**config.mk**
```make
export PLATFORM = sky130hd
export DESIGN_NAME = axil_stream_bridge_flat
export DESIGN_NICKNAME = d
export VERILOG_FILES = /design/src/rtl/axil_if.sv /design/src/rtl/axil_stream_bridge.sv /design/src/flat_wrapper.sv
export SDC_FILE = /design/constraint.sdc
export NUM_CORES = 1
export LEC_CHECK = 0
export ABC_AREA = 1
export CAP_MARGIN = 25
export CORE_MARGIN = 1.5
export CORE_UTILIZATION = 45
export DETAILED_ROUTE_END_ITERATION = 8
export PLACE_DENSITY = 0.77
export SYNTH_ARGS = -nofsm -noshare
export SYNTH_HDL_FRONTEND = slang
export SYNTH_SLANG_ARGS = --single-unit
```
**constraint.sdc**
```tcl
create_clock -name clk_i -period 4.88 [get_ports clk_i]
set_clock_uncertainty 0.15 [all_clocks]
set_input_delay 0.976 -clock clk_i [delete_from_list [all_inputs] [get_ports clk_i]]
set_output_delay 0.976 -clock clk_i [all_outputs]
set_load 0.01 [all_outputs]
```
**src/rtl/axil_if.sv**
```systemverilog
// AXI4-Lite bus bundle shared by the bridge (master) and its slave.
// Parameters: ADDR_WIDTH / DATA_WIDTH size the address and data buses.
// Modports: master drives AW/W/AR payload+valid and B/R ready;
//           slave drives the complementary signals.
interface axil_if #(
    parameter int unsigned ADDR_WIDTH = 32,
    parameter int unsigned DATA_WIDTH = 32
);
    logic [ADDR_WIDTH-1:0]   awaddr;
    logic [2:0]              awprot;
    logic                    awvalid;
    logic                    awready;
    logic [DATA_WIDTH-1:0]   wdata;
    logic [DATA_WIDTH/8-1:0] wstrb;
    logic                    wvalid;
    logic                    wready;
    logic [1:0]              bresp;
    logic                    bvalid;
    logic                    bready;
    logic [ADDR_WIDTH-1:0]   araddr;
    logic [2:0]              arprot;
    logic                    arvalid;
    logic                    arready;
    logic [DATA_WIDTH-1:0]   rdata;
    logic [1:0]              rresp;
    logic                    rvalid;
    logic                    rready;

    modport master (
        output awaddr, awprot, awvalid, wdata, wstrb, wvalid, bready,
        output araddr, arprot, arvalid, rready,
        input  awready, wready, bresp, bvalid, arready, rdata, rresp, rvalid
    );

    modport slave (
        input  awaddr, awprot, awvalid, wdata, wstrb, wvalid, bready,
        input  araddr, arprot, arvalid, rready,
        output awready, wready, bresp, bvalid, arready, rdata, rresp, rvalid
    );
endinterface

```
**src/rtl/axil_stream_bridge.sv**
```systemverilog
// Byte-stream to AXI4-Lite master bridge.
// Frames on the input stream: 'W' addr[4] data[4] or 'R' addr[4] (MSB first).
// Responses on the output stream: write -> {6'b0,bresp}; read -> {6'b0,rresp}
// then rdata MSB first; bad opcode -> 0xEE; inter-byte timeout -> 0xEF.
// Ports:
//   clk_i, rst_i             clock, asynchronous active-high reset
//   s_tdata/s_tvalid/s_tready command byte stream in
//   m_tdata/m_tvalid/m_tready response byte stream out
//   m_axil                   AXI4-Lite master
module axil_stream_bridge #(
    parameter int unsigned AXIL_ADDR_WIDTH = 32,
    parameter int unsigned AXIL_DATA_WIDTH = 32,
    parameter int unsigned TIMEOUT_CYCLES  = 1000000
) (
    input  logic       clk_i,
    input  logic       rst_i,
    input  logic [7:0] s_tdata,
    input  logic       s_tvalid,
    output logic       s_tready,
    output logic [7:0] m_tdata,
    output logic       m_tvalid,
    input  logic       m_tready,
    axil_if.master     m_axil
);

    localparam int unsigned TimeoutW = $clog2(TIMEOUT_CYCLES + 1);

    localparam logic [7:0] OpWrite     = 8'h57;
    localparam logic [7:0] OpRead      = 8'h52;
    localparam logic [7:0] RespBadOp   = 8'hEE;
    localparam logic [7:0] RespTimeout = 8'hEF;

    typedef enum logic [2:0] {
        StIdle, StAddr, StData, StWr, StBresp, StRd, StRdata, StTx
    } state_e;

    state_e                     state_q, state_d;
    logic                       is_write_q;
    logic [1:0]                 cnt_q;
    logic [AXIL_ADDR_WIDTH-1:0] addr_q;
    logic [AXIL_DATA_WIDTH-1:0] data_q;
    logic [39:0]                tx_buf_q;   // byte at [39:32] is the one on m_tdata
    logic [2:0]                 tx_len_q;   // bytes still to send
    logic [TimeoutW-1:0]        timeout_q;
    logic                       aw_done_q, w_done_q;

    logic s_hs, m_hs, aw_hs, w_hs, timeout_hit, op_valid;

    assign s_hs        = s_tvalid & s_tready;
    assign m_hs        = m_tvalid & m_tready;
    assign aw_hs       = m_axil.awvalid & m_axil.awready;
    assign w_hs        = m_axil.wvalid & m_axil.wready;
    assign timeout_hit = (timeout_q == TimeoutW'(TIMEOUT_CYCLES));
    assign op_valid    = (s_tdata == OpWrite) || (s_tdata == OpRead);

    assign m_tdata       = tx_buf_q[39:32];
    assign m_axil.awaddr = addr_q;
    assign m_axil.araddr = addr_q;
    assign m_axil.wdata  = data_q;
    assign m_axil.wstrb  = '1;
    assign m_axil.awprot = 3'b000;
    assign m_axil.arprot = 3'b000;

    // State register
    always_ff @(posedge clk_i or posedge rst_i) begin
        if (rst_i) begin
            state_q <= StIdle;
        end else begin
            state_q <= state_d;
        end
    end

    // Next-state logic; an accepted byte wins over a coincident timeout
    always_comb begin
        state_d = state_q;
        unique case (state_q)
            StIdle: begin
                if (s_hs) state_d = op_valid ? StAddr : StTx;
            end
            StAddr: begin
                if (s_hs) begin
                    if (cnt_q == 2'd3) state_d = is_write_q ? StData : StRd;
                end else if (timeout_hit) begin
                    state_d = StTx;
                end
            end
            StData: begin
                if (s_hs) begin
                    if (cnt_q == 2'd3) state_d = StWr;
                end else if (timeout_hit) begin
                    state_d = StTx;
                end
            end
            StWr: begin
                if ((aw_done_q || aw_hs) && (w_done_q || w_hs)) state_d = StBresp;
            end
            StBresp: if (m_axil.bvalid) state_d = StTx;
            StRd:    if (m_axil.arready) state_d = StRdata;
            StRdata: if (m_axil.rvalid) state_d = StTx;
            StTx:    if (m_hs && tx_len_q == 3'd1) state_d = StIdle;
            default: state_d = StIdle;
        endcase
    end

    // Outputs; s_tready is gated so it reads 0 for as long as reset is held
    always_comb begin
        s_tready       = 1'b0;
        m_tvalid       = 1'b0;
        m_axil.awvalid = 1'b0;
        m_axil.wvalid  = 1'b0;
        m_axil.bready  = 1'b0;
        m_axil.arvalid = 1'b0;
        m_axil.rready  = 1'b0;
        unique case (state_q)
            StIdle, StAddr, StData: s_tready = ~rst_i;
            StWr: begin
                m_axil.awvalid = ~aw_done_q;
                m_axil.wvalid  = ~w_done_q;
            end
            StBresp: m_axil.bready  = 1'b1;
            StRd:    m_axil.arvalid = 1'b1;
            StRdata: m_axil.rready  = 1'b1;
            StTx:    m_tvalid       = 1'b1;
            default: ;
        endcase
    end

    // Datapath: shift registers, counters, response buffer
    always_ff @(posedge clk_i or posedge rst_i) begin
        if (rst_i) begin
            is_write_q <= 1'b0;
            cnt_q      <= '0;
            addr_q     <= '0;
            data_q     <= '0;
            tx_buf_q   <= '0;
            tx_len_q   <= '0;
            timeout_q  <= '0;
            aw_done_q  <= 1'b0;
            w_done_q   <= 1'b0;
        end else begin
            unique case (state_q)
                StIdle: begin
                    cnt_q     <= '0;
                    timeout_q <= '0;
                    if (s_hs) begin
                        is_write_q <= (s_tdata == OpWrite);
                        if (!op_valid) begin
                            tx_buf_q <= {RespBadOp, 32'h0};
                            tx_len_q <= 3'd1;
                        end
                    end
                end
                StAddr, StData: begin
                    if (s_hs) begin
                        if (state_q == StAddr) begin
                            addr_q <= {addr_q[AXIL_ADDR_WIDTH-9:0], s_tdata};
                        end else begin
                            data_q <= {data_q[AXIL_DATA_WIDTH-9:0], s_tdata};
                        end
                        cnt_q     <= cnt_q + 2'd1;
                        timeout_q <= '0;
                    end else if (timeout_hit) begin
                        tx_buf_q  <= {RespTimeout, 32'h0};
                        tx_len_q  <= 3'd1;
                        timeout_q <= '0;
                    end else begin
                        timeout_q <= timeout_q + TimeoutW'(1);
                    end
                end
                StWr: begin
                    if (state_d != StWr) begin
                        aw_done_q <= 1'b0;
                        w_done_q  <= 1'b0;
                    end else begin
                        if (aw_hs) aw_done_q <= 1'b1;
                        if (w_hs)  w_done_q  <= 1'b1;
                    end
                end
                StBresp: begin
                    if (m_axil.bvalid) begin
                        tx_buf_q <= {6'b0, m_axil.bresp, 32'h0};
                        tx_len_q <= 3'd1;
                    end
                end
                StRdata: begin
                    if (m_axil.rvalid) begin
                        tx_buf_q <= {6'b0, m_axil.rresp, m_axil.rdata[31:0]};
                        tx_len_q <= 3'd5;
                    end
                end
                StTx: begin
                    if (m_hs) begin
                        tx_buf_q <= {tx_buf_q[31:0], 8'h00};
                        tx_len_q <= tx_len_q - 3'd1;
                    end
                end
                default: ;
            endcase
        end
    end

endmodule

```
**src/flat_wrapper.sv**
```systemverilog
// flat-port wrapper written by rule: the top's interface ports become plain ports
module axil_stream_bridge_flat 
#(
    parameter int unsigned AXIL_ADDR_WIDTH = 32,
    parameter int unsigned AXIL_DATA_WIDTH = 32,
    parameter int unsigned TIMEOUT_CYCLES  = 1000000
)
  (clk_i, rst_i, s_tdata, s_tvalid, s_tready, m_tdata, m_tvalid, m_tready, m_axil_awaddr, m_axil_awprot, m_axil_awvalid, m_axil_wdata, m_axil_wstrb, m_axil_wvalid, m_axil_bready, m_axil_araddr, m_axil_arprot, m_axil_arvalid, m_axil_rready, m_axil_awready, m_axil_wready, m_axil_bresp, m_axil_bvalid, m_axil_arready, m_axil_rdata, m_axil_rresp, m_axil_rvalid);
  axil_if #(.ADDR_WIDTH(32), .DATA_WIDTH(32)) m_axil_i ();
  input  logic clk_i;
  input  logic rst_i;
  input  logic [7:0] s_tdata;
  input  logic s_tvalid;
  output logic s_tready;
  output logic [7:0] m_tdata;
  output logic m_tvalid;
  input  logic m_tready;
  output wire logic [$bits(m_axil_i.awaddr)-1:0] m_axil_awaddr;
  output wire logic [$bits(m_axil_i.awprot)-1:0] m_axil_awprot;
  output wire logic [$bits(m_axil_i.awvalid)-1:0] m_axil_awvalid;
  output wire logic [$bits(m_axil_i.wdata)-1:0] m_axil_wdata;
  output wire logic [$bits(m_axil_i.wstrb)-1:0] m_axil_wstrb;
  output wire logic [$bits(m_axil_i.wvalid)-1:0] m_axil_wvalid;
  output wire logic [$bits(m_axil_i.bready)-1:0] m_axil_bready;
  output wire logic [$bits(m_axil_i.araddr)-1:0] m_axil_araddr;
  output wire logic [$bits(m_axil_i.arprot)-1:0] m_axil_arprot;
  output wire logic [$bits(m_axil_i.arvalid)-1:0] m_axil_arvalid;
  output wire logic [$bits(m_axil_i.rready)-1:0] m_axil_rready;
  input wire logic [$bits(m_axil_i.awready)-1:0] m_axil_awready;
  input wire logic [$bits(m_axil_i.wready)-1:0] m_axil_wready;
  input wire logic [$bits(m_axil_i.bresp)-1:0] m_axil_bresp;
  input wire logic [$bits(m_axil_i.bvalid)-1:0] m_axil_bvalid;
  input wire logic [$bits(m_axil_i.arready)-1:0] m_axil_arready;
  input wire logic [$bits(m_axil_i.rdata)-1:0] m_axil_rdata;
  input wire logic [$bits(m_axil_i.rresp)-1:0] m_axil_rresp;
  input wire logic [$bits(m_axil_i.rvalid)-1:0] m_axil_rvalid;
  assign m_axil_awaddr = m_axil_i.awaddr;
  assign m_axil_awprot = m_axil_i.awprot;
  assign m_axil_awvalid = m_axil_i.awvalid;
  assign m_axil_wdata = m_axil_i.wdata;
  assign m_axil_wstrb = m_axil_i.wstrb;
  assign m_axil_wvalid = m_axil_i.wvalid;
  assign m_axil_bready = m_axil_i.bready;
  assign m_axil_araddr = m_axil_i.araddr;
  assign m_axil_arprot = m_axil_i.arprot;
  assign m_axil_arvalid = m_axil_i.arvalid;
  assign m_axil_rready = m_axil_i.rready;
  assign m_axil_i.awready = m_axil_awready;
  assign m_axil_i.wready = m_axil_wready;
  assign m_axil_i.bresp = m_axil_bresp;
  assign m_axil_i.bvalid = m_axil_bvalid;
  assign m_axil_i.arready = m_axil_arready;
  assign m_axil_i.rdata = m_axil_rdata;
  assign m_axil_i.rresp = m_axil_rresp;
  assign m_axil_i.rvalid = m_axil_rvalid;
  axil_stream_bridge #(.AXIL_ADDR_WIDTH(AXIL_ADDR_WIDTH), .AXIL_DATA_WIDTH(AXIL_DATA_WIDTH), .TIMEOUT_CYCLES(TIMEOUT_CYCLES)) u_core (.clk_i(clk_i), .rst_i(rst_i), .s_tdata(s_tdata), .s_tvalid(s_tvalid), .s_tready(s_tready), .m_tdata(m_tdata), .m_tvalid(m_tvalid), .m_tready(m_tready), .m_axil(m_axil_i));
endmodule
```
==> summary.md <==
| Metric | Value |
|---|---|
| Pre-CTS WS | `between 1 and 1.5 ns` |
| Commonest cells in the netlist | `228 x nand2_1, 135 x dfrtp_1, 83 x nor2_1` |
| Rel. slew slack | `0.4058` |
| Final worst slack | `about 1.3 ns` |
| Die area | `15800 um^2` |
| Startpoint types | `flip-flop` |
| Crit path max fanout | `17` |
| Yosys reg bits | `135` |
| Synthesized area | `6774 um^2` |
| Clk slew on worst S/H paths | `0.06 ns` |
| Int Power | `between 3 and 4 mW` |
| Async set or reset register ratio after synthesis | `1.000` |
| Vias in the first global route | `between 5000 and 6000` |
| # fillers | `between 1000 and 1500` |
| Final count of hold timing violations | `0` |
| Diode count | `0` |
| LEAKAGE | `4.278 nW` |
| Core area | `14590 um^2` |
| Setup bufs post-CTS | `0` |
| Critical Path AT | `2.45 ns` |
| Total I/O pin count | `174` |
| Setup crit end kind | `output pin` |
| Post-route antenna net violation count | `0` |
| Minimum clock period | `3.579 ns` |
| Max-Cap Viols | `0` |
| Count of different cell masters after synthesis | `34` |
| Hold crit path type | `flip-flop to flip-flop` |
| Critical path required time | `approximately 3.8 ns` |
| RSZ-0062 raised after global routing | `false` |
| WL/cell | `approximately 14 um` |
| Final nets | `1005` |
| Total global-route track usage | `0.2045` |
| Post-synth EDFFs | `0` |
| CTS root buf | `clkbuf_16` |
| Clock share of power | `0.242` |
| Synth top area share | `0.4987` |
| IO Port Bufs | `163` |
| Global-route wire length before repair | `roughly 26000 um` |
| Post-DP HPWL | `between 10000 and 15000 um` |
| Largest net degree at the start of global routing | `65` |
| Starting Density | `0.4643` |
| Largest cells by area after synthesis | `dfrtp_1 50%, nand2_1 13%, buf_4 5.8%` |
| Skew-Pair Late Insertion Delay | `between 0.4 and 0.5 ns` |
| Most numerous cell in the Yosys netlist | `nand2_1` |
| Max Slew Vio Count | `0` |
| Post_cts resized | `0` |
| Grt ovf | `0` |
| CTS H-tree lvls | `4` |
| Seq/Total Area, Yosys | `0.4987` |
| Area grow syn2layout | `29.87%` |
| Die W | `approximately 130 um` |
| Status | `complete, no violations` |
| Final period util | `0.7335` |
| Hold Buf Count CTS | `0` |
| Sequential power share | `0.342` |
| Main synth FF type | `dfrtp_1` |
| Cts bufs inserted | `17` |
| Setup TNS | `0 ns` |
| Die Height | `125.7 um` |
| Total number of vias | `5725` |
| Routed Wire Length | `15570 um` |
| Initial antenna violation count | `0` |
| FMAX | `about 0.28 GHz` |
| Largest area contributor in the netlist | `dfrtp_1` |
| Switching Share | `0.3735` |
| Yosys Warn Count | `0` |
| DR pass1 iterations | `5` |
| Logic pwr share | `0.416` |
| Initial DRC Count | `440` |
| GPL Wtd Cong | `slightly below 0.9` |
| Pwr dens | `604.8 nW/um^2` |
| Synthesized area per cell | `between 8 and 9 um^2` |
| Slew @ Worst Pin | `~0.89 ns` |
| CTS tree | `built` |
| Setup violations, final | `0` |
| Cells after Synth | `832` |
| CP Class | `flip-flop to output pin` |
| Clock Sinks | `135` |
| Layout cells sized above 1 | `0.06361` |
| Num rows | `44` |
| CTS Buffer Depth | `2` |
| Max VDD drop | `0.3626 mV` |
| Drc violations | `0` |
| Via-to-Cell Ratio | `around 5.0` |
| Net Sw Power | `1.987 mW` |
-- logic make-up after synthesis --
kind of cell,count (synthesis),synth area share
and+or+nand+nor,403,0.2466
buffers and inverters,164,0.1230
DFF,135,0.4987
AOI/OAI and AO/OA,104,0.09383
xor gates and xnor gates,11,0.01422
muxes,8,0.01330
adders and majority gates,5,0.009235
other,2,0.001109
-- state kept, by name (all words and copies together) (netlist names) --
name and count:
u_core.state_q 3, u_core.aw_done_q 1, u_core.tx_buf_q 40, u_core.w_done_q 1, u_core.cnt_q 2, u_core.tx_len_q 3, u_core.is_write_q 1, u_core.m_axil.wdata 32
u_core.timeout_q 20, u_core.m_axil.araddr 32
-- power groups by stage --
stage          Clock, mW  Combinational, mW  Sequential, mW
3_5_place_dp           0               2.23            1.84
4_1_cts             1.31               2.23            1.82
2_1_floorplan          0               1.37            1.86
5_1_grt             1.36               2.46            1.88
6_report            1.29               2.21            1.82
3_3_place_gp           0               2.18            1.83
-- worst paths after layout --
check | startpoint | endpoint | slack, ns | cells after the start
min in group asynchronous | rst_i | u_core.tx_buf_q[2] | 0.97 | 2
setup reg to reg | u_core.state_q[2] | u_core.tx_buf_q[30] | 1.54 | 12
hold reg to reg | u_core.tx_buf_q[0] | u_core.tx_buf_q[0] | 0.32 | 2
setup / recovery | u_core.state_q[2] | m_axil_rready | 1.30 | 4
max in group asynchronous | rst_i | u_core.tx_buf_q[38] | 2.73 | 3
hold / removal | u_core.tx_buf_q[0] | u_core.tx_buf_q[0] | 0.32 | 2
-- critical path, cell delays in order (launching register included) --
cell,delay (ns)
dfrtp_1,0.46
inv_2,0.16
nor2_2,0.51
buf_4,0.33
clkdlybuf4s50_1,0.57
-- layout by cell type (no fill, tap or decap), types with 4 or more instances in the layout --
cell type and n:
xor2_1 6, a22o_1 24, clkbuf_16 17, dfrtp_1 135, a21oi_1 19, nand4_1 10, o21ai_0 53, clkdlybuf4s50_1 163
ha_1 5, conb_1 10, inv_1 78, nand2_2 4, nor3_1 7, buf_4 7, xnor2_1 5, nand2_1 227
clkinv_2 5, mux2_2 8, nor2_1 81, nand3_1 66
-- metal layers --
layer	vias up	GRT usage	wire, um
li1	2832	-	-
met5	-	0	0
met1	2669	0.2735	6908
met4	0	0.07553	254
met2	198	0.3280	7525
met3	26	0.04503	878
-- stage by stage --
stage          utilization  instances  power [mW]  cell area (um^2)  hold WS, ns
2_1_floorplan            -        840       3.225              6804       0.2919
3_3_place_gp        0.5623       1112       4.007              8203       0.3055
3_5_place_dp        0.5623       1112       4.065              8203       0.3095
4_1_cts             0.6030       1143       5.362              8797       0.3236
5_1_grt             0.6030       1143       5.698              8797       0.3367
6_report            0.6030       1143       5.320              8797       0.3208
-- layout make-up --
type | instances | area (um^2) | share of cell area
sequential | 135 | 3378 | 0.3840
multi-input combinational | 541 | 2600 | 0.2955
timing repair buffer | 170 | 1684 | 0.1914
clock buffer | 18 | 439.2 | 0.04992
inverter | 82 | 310.3 | 0.03527
tap | 184 | 230.2 | 0.02617
clock inverter | 13 | 155.1 | 0.01764
Note: power is estimated with default switching activity, not from simulation.
